[config.mk]
export PLATFORM = sky130hd
export DESIGN_NAME = cfi_elp_tracker
export DESIGN_NICKNAME = d
export VERILOG_FILES = /design/src/rtl/cfi_elp_tracker.sv
export SDC_FILE = /design/constraint.sdc
export NUM_CORES = 1
export LEC_CHECK = 0
export CORE_UTILIZATION = 27
export DETAILED_ROUTE_END_ITERATION = 8
export GPL_TIMING_DRIVEN = 0
export PLACE_DENSITY = 0.83
export SKIP_LAST_GASP = 1
export SYNTH_ARGS = -nofsm -noshare
export SYNTH_HDL_FRONTEND = slang
export SYNTH_SLANG_ARGS = --single-unit
[constraint.sdc]
create_clock -name clk_i -period 1.13 [get_ports clk_i]
set_input_delay 0.226 -clock clk_i [delete_from_list [all_inputs] [get_ports clk_i]]
set_output_delay 0.226 -clock clk_i [all_outputs]
set_load 0.01 [all_outputs]
[src/rtl/cfi_elp_tracker.sv]
// Zicfilp expected-landing-pad tracker at commit: arms on indirect JALR, checks the next head for LPAD.
// Optional CVA6_LP_STATS_EN adds saturating match/fault counters.
module cfi_elp_tracker #(
   parameter int unsigned NrCommitPorts = 1,
   parameter int unsigned XLEN          = 64,
   parameter int unsigned STAT_W        = 16
) (
   input  logic                     clk_i,
   input  logic                     rst_ni,
   input  logic                     xlpad_en_i,
   input  logic [NrCommitPorts-1:0] commit_valid_i,
   input  logic                     commit_jalr_i,
   input  logic [4:0]               commit_rs1_i,
   input  logic                     head_valid_i,
   input  logic                     head_is_lpad_i,
   input  logic [1:0]               complete_cfi_i,
   input  logic                     trap_i,
   input  logic                     xret_i,
   input  logic                     pelp_i,
   output logic                     elp_o,
   output logic                     pelp_o,
   output logic                     sw_check_o,
   output logic [XLEN-1:0]          sw_check_tval_o,
`ifdef CVA6_LP_STATS_EN
   output logic [STAT_W-1:0]        lp_match_cnt_o,
   output logic [STAT_W-1:0]        lp_fault_cnt_o,
`endif
   output logic                     block_port1_o
);

   typedef enum logic [1:0] {
      S_IDLE   = 2'b00,
      S_EXPECT = 2'b01,
      S_FAULT  = 2'b10
   } state_t;

   state_t r_state;
   logic   r_elp;

   logic w_arm;
   logic w_lp_match;
   logic w_unused;

   // x1/x5/x7 are link registers: returns and software-guarded jumps need no landing pad
   assign w_arm = commit_valid_i[0] & commit_jalr_i & xlpad_en_i &
                  (commit_rs1_i != 5'd1) & (commit_rs1_i != 5'd5) & (commit_rs1_i != 5'd7);
   assign w_lp_match = head_is_lpad_i & (complete_cfi_i == 2'b11);
   assign w_unused   = ^commit_valid_i;

   always_ff @(posedge clk_i) begin
      if (!rst_ni) begin
         r_state <= S_IDLE;
         r_elp   <= 1'b0;
      end else if (trap_i) begin
         r_state <= S_IDLE;
         r_elp   <= 1'b0;
      end else if (xret_i) begin
         if (pelp_i && xlpad_en_i) begin
            r_state <= S_EXPECT;
            r_elp   <= 1'b1;
         end else begin
            r_state <= S_IDLE;
            r_elp   <= 1'b0;
         end
      end else if (!xlpad_en_i) begin
         r_state <= S_IDLE;
         r_elp   <= 1'b0;
      end else begin
         case (r_state)
            S_IDLE: begin
               if (w_arm) begin
                  r_state <= S_EXPECT;
                  r_elp   <= 1'b1;
               end
            end
            S_EXPECT: begin
               if (head_valid_i) begin
                  if (w_lp_match) begin
                     r_state <= S_IDLE;
                     r_elp   <= 1'b0;
                  end else begin
                     r_state <= S_FAULT;
                     r_elp   <= 1'b1;
                  end
               end
            end
            S_FAULT: begin
               r_state <= S_FAULT;
               r_elp   <= 1'b1;
            end
            default: begin
               r_state <= S_IDLE;
               r_elp   <= 1'b0;
            end
         endcase
      end
   end

   assign elp_o           = r_elp;
   assign pelp_o          = trap_i & (r_state != S_IDLE);
   assign sw_check_o      = xlpad_en_i & ((r_state == S_FAULT) |
                            ((r_state == S_EXPECT) & head_valid_i & ~w_lp_match));
   assign sw_check_tval_o = XLEN'(2);
   // Port 1 is held off so the instruction after an arming JALR always reaches port 0
   assign block_port1_o   = (NrCommitPorts > 1) & ((r_state != S_IDLE) | w_arm);

`ifdef CVA6_LP_STATS_EN
   logic              w_ctl_free;
   logic              w_match_evt;
   logic              w_fault_evt;
   logic [STAT_W-1:0] r_match_cnt;
   logic [STAT_W-1:0] r_fault_cnt;

   function automatic logic [STAT_W-1:0] sat_inc(input logic [STAT_W-1:0] v);
      return (&v) ? v : v + STAT_W'(1);
   endfunction

   assign w_ctl_free  = ~trap_i & ~xret_i & xlpad_en_i;
   assign w_match_evt = w_ctl_free & (r_state == S_EXPECT) & head_valid_i & w_lp_match;
   assign w_fault_evt = w_ctl_free & (r_state == S_EXPECT) & head_valid_i & ~w_lp_match;

   always_ff @(posedge clk_i) begin
      if (!rst_ni) begin
         r_match_cnt <= '0;
         r_fault_cnt <= '0;
      end else begin
         if (w_match_evt) r_match_cnt <= sat_inc(r_match_cnt);
         if (w_fault_evt) r_fault_cnt <= sat_inc(r_fault_cnt);
      end
   end

   assign lp_match_cnt_o = r_match_cnt;
   assign lp_fault_cnt_o = r_fault_cnt;
`endif

endmodule

==> results.py <==
metrics = {
    "worst_setup_path": {
        "worstPathArrival_ps": 1060,
        "crit_type": "reg -> out",
        "cp-start-kind": "register",
        "ff2ff_setup_slack_ps": 60,
        "worstSetupEndpointType": "output pin",
        "cp.required_ps": 900,
        "cp_max_fo": 5,
    },
    "synth": {
        "yosysMostFrequentCell": "buf_4",
        "synth_flop_cell": "dfxtp_1",
        "yosys_warnings": 0,
        "ys_seq_area_frac": 0.0838,
        "synth_top_cell_by_area": "buf_4",
        "synth_top_area_frac": 0.681,
        "synth-edff-count": 0,
        "synthTopCellsByCount": "buf_4 (65), nor2_1 (4)",
        "yosys-top-cells-area": "buf_4 (68%), dfxtp_1 (8.4%), a21oi_1 (2.1%)",
        "synth-seq-cells": 3,
        "ys_types": 19,
        "avgSynthCellArea_um2": 7.39,
        "syn_area_um2": 717,
        "async_reset_ff_frac": 0,
        "synthCells": 97,
    },
    "floorplanning": {
        "ios": 85,
        "start_util": 0.287,
        "die_y_um": 53.5,
        "coreArea_mm2": 0.00250,
        "dieArea_mm2": 0.00287,
        "dieWidth_um": 53.5,
        "rows": 18,
    },
    "clock_tree": {
        "insertion_delay_ps": 220,
        "cts-root-buf": "clkbuf_4",
        "path_clk_slew_ps": 40,
        "cts_htree_levels": 1,
        "tritoncts": "done",
        "cts_made_buffers": 3,
        "cts-hold-fix-buffers": 0,
        "cts_sinks": 3,
        "cts_max_path_buffers": 2,
    },
    "final_layout": {
        "fin_util": 0.516,
        "num-nets-final": 205,
        "syn_to_final_growth_pct": 79.9,
        "drive_above_1_share": 0.465,
        "n_antenna_cell": 0,
        "stdcell_count": 217,
    },
    "timing": {
        "final-max-slew-violation-count": 0,
        "rsz0062_at_grt": "yes",
        "period_share": 1.14,
        "setup_ws_ps": -156,
        "finalHoldViolCount": 0,
        "final-setup-viol-count": 2,
        "period_needed_ps": 1290,
        "tns_ps": -163,
        "finClkSkew_ps": 1.15,
        "max_freq_mhz": 778,
    },
    "power_and_ir_drop": {
        "p_total_uw": 659,
        "leakage_nw": 0.843,
        "ir_drop_uv": 598,
        "p_per_area_mw_per_mm2": 511,
    },
    "global_routing": {
        "antenna_found_initial": 0,
        "globalRoute.busiestLayer": "met2",
        "grt_pass1_wl_um": 1810,
        "grtUsageMet2": 0.171,
        "grt_pass1_vias": 466,
        "grt_max_degree": 7,
        "track_usage": 0.0849,
        "grt_overflow": 0,
        "grt.met3_usage": 0.0282,
        "met1_usage": 0.0836,
    },
    "placement": {
        "hpwl_um": 1170,
        "place_inst": 209,
        "detailedPlace.worstSlack_ps": -808,
        "io_buffers": 19,
        "place.gp.congestion": 0.781,
    },
    "drt": {
        "drc": 0,
        "vias": 646,
        "detail_route.iter0.violations": 3,
        "drt-vias-per-instance": 2.98,
        "antenna_left": 0,
        "wl_per_cell_um": 6.27,
        "drtPass1Iterations": 4,
        "drt_wl_total_um": 1360,
    },
    "outcome": {
        "violations": "setup timing",
        "status": "finished with violations",
    },
    "worst_hold_path": {
        "hold_class": "in -> reg",
    },
    "job": {
        "maxCapViolations": 0,
    },
}
[per-layer routing]
metal	up-vias	wire [um]
met5	-	0
met4	0	0
met3	0	153
met2	41	758
met1	248	450
li1	357	-
[stage by stage]
stage,area (um2),hold slack [ps]
2_1_floorplan,953,305
3_3_place_gp,1180,676
3_5_place_dp,1180,677
4_1_cts,1230,622
5_1_grt,1290,385
6_report,1290,350
[critical path, stage by stage, from the launching register on]
cell,delay (ps)
dfxtp_4,360
nor3_4,190
a21oi_2,60
nor2b_1,100
buf_2,130
[timing repair]
action / in CTS / in global routing
pin swaps: 2 / 8
resized for setup: 17 / 21
endpoints found under the setup margin: 4 / 4
cloned: 0 / 0
setup buffers: 2 / 2
[worst paths after layout]
| check | from | endpoint | depth (start not counted) |
|---|---|---|---|
| max | r_state[1] | sw_check_o | 4 |
| min | trap_i | r_state[0] | 3 |
| max reg2reg | r_state[0] | elp_o | 5 |
| min reg2reg | r_state[1] | r_state[1] | 3 |
[flip-flops by register name (all words and copies together), names as in the netlist]
| name | count |
|---|---|
| elp_o | 1 |
| r_state | 2 |
[power by group]
part,switching [mW],internal [mW]
clock network,0.0500,0.132
registers,0.00214,0.105
logic,0.162,0.208
total,0.214,0.445
[cells by family (layout without fill, tap and decap cells)]
family / count (synthesis) / count (layout) / share of synthesized area
simple gates: 17 / 17 / 0.127
compound gates: 7 / 7 / 0.0733
mux: 1 / 1 / 0.0140
flops: 3 / 3 / 0.0838
buf+inv: 67 / 94 / 0.691
other cells: 2 / 65 / 0.0105
[placed cells by master (no fill, tap or decap), drive strengths merged]
cell,count
a2111oi,1
a21oi,4
a32oi,1
and3,1
buf,71
clkbuf,4
clkdlybuf4s15,3
clkdlybuf4s50,5
conb,65
dfxtp,3
dlygate4sd2,2
dlymetal6s2s,7
inv,2
mux2i,1
nand2,3
nand2b,1
nand3,1
nand3b,1
nor2,4
nor2b,2
nor3,3
nor3b,1
o21ai,1
[cell type report]
type / instances / area, um2
sequential: 3 / 67.6
buffer: 65 / 488
multi-input combinational: 90 / 438
inverter: 2 / 7.51
fill: 253 / 1210
timing repair buffer: 23 / 225
clock buffer: 4 / 26.3
tap: 30 / 37.5
Power figures use the tool's default switching activity.
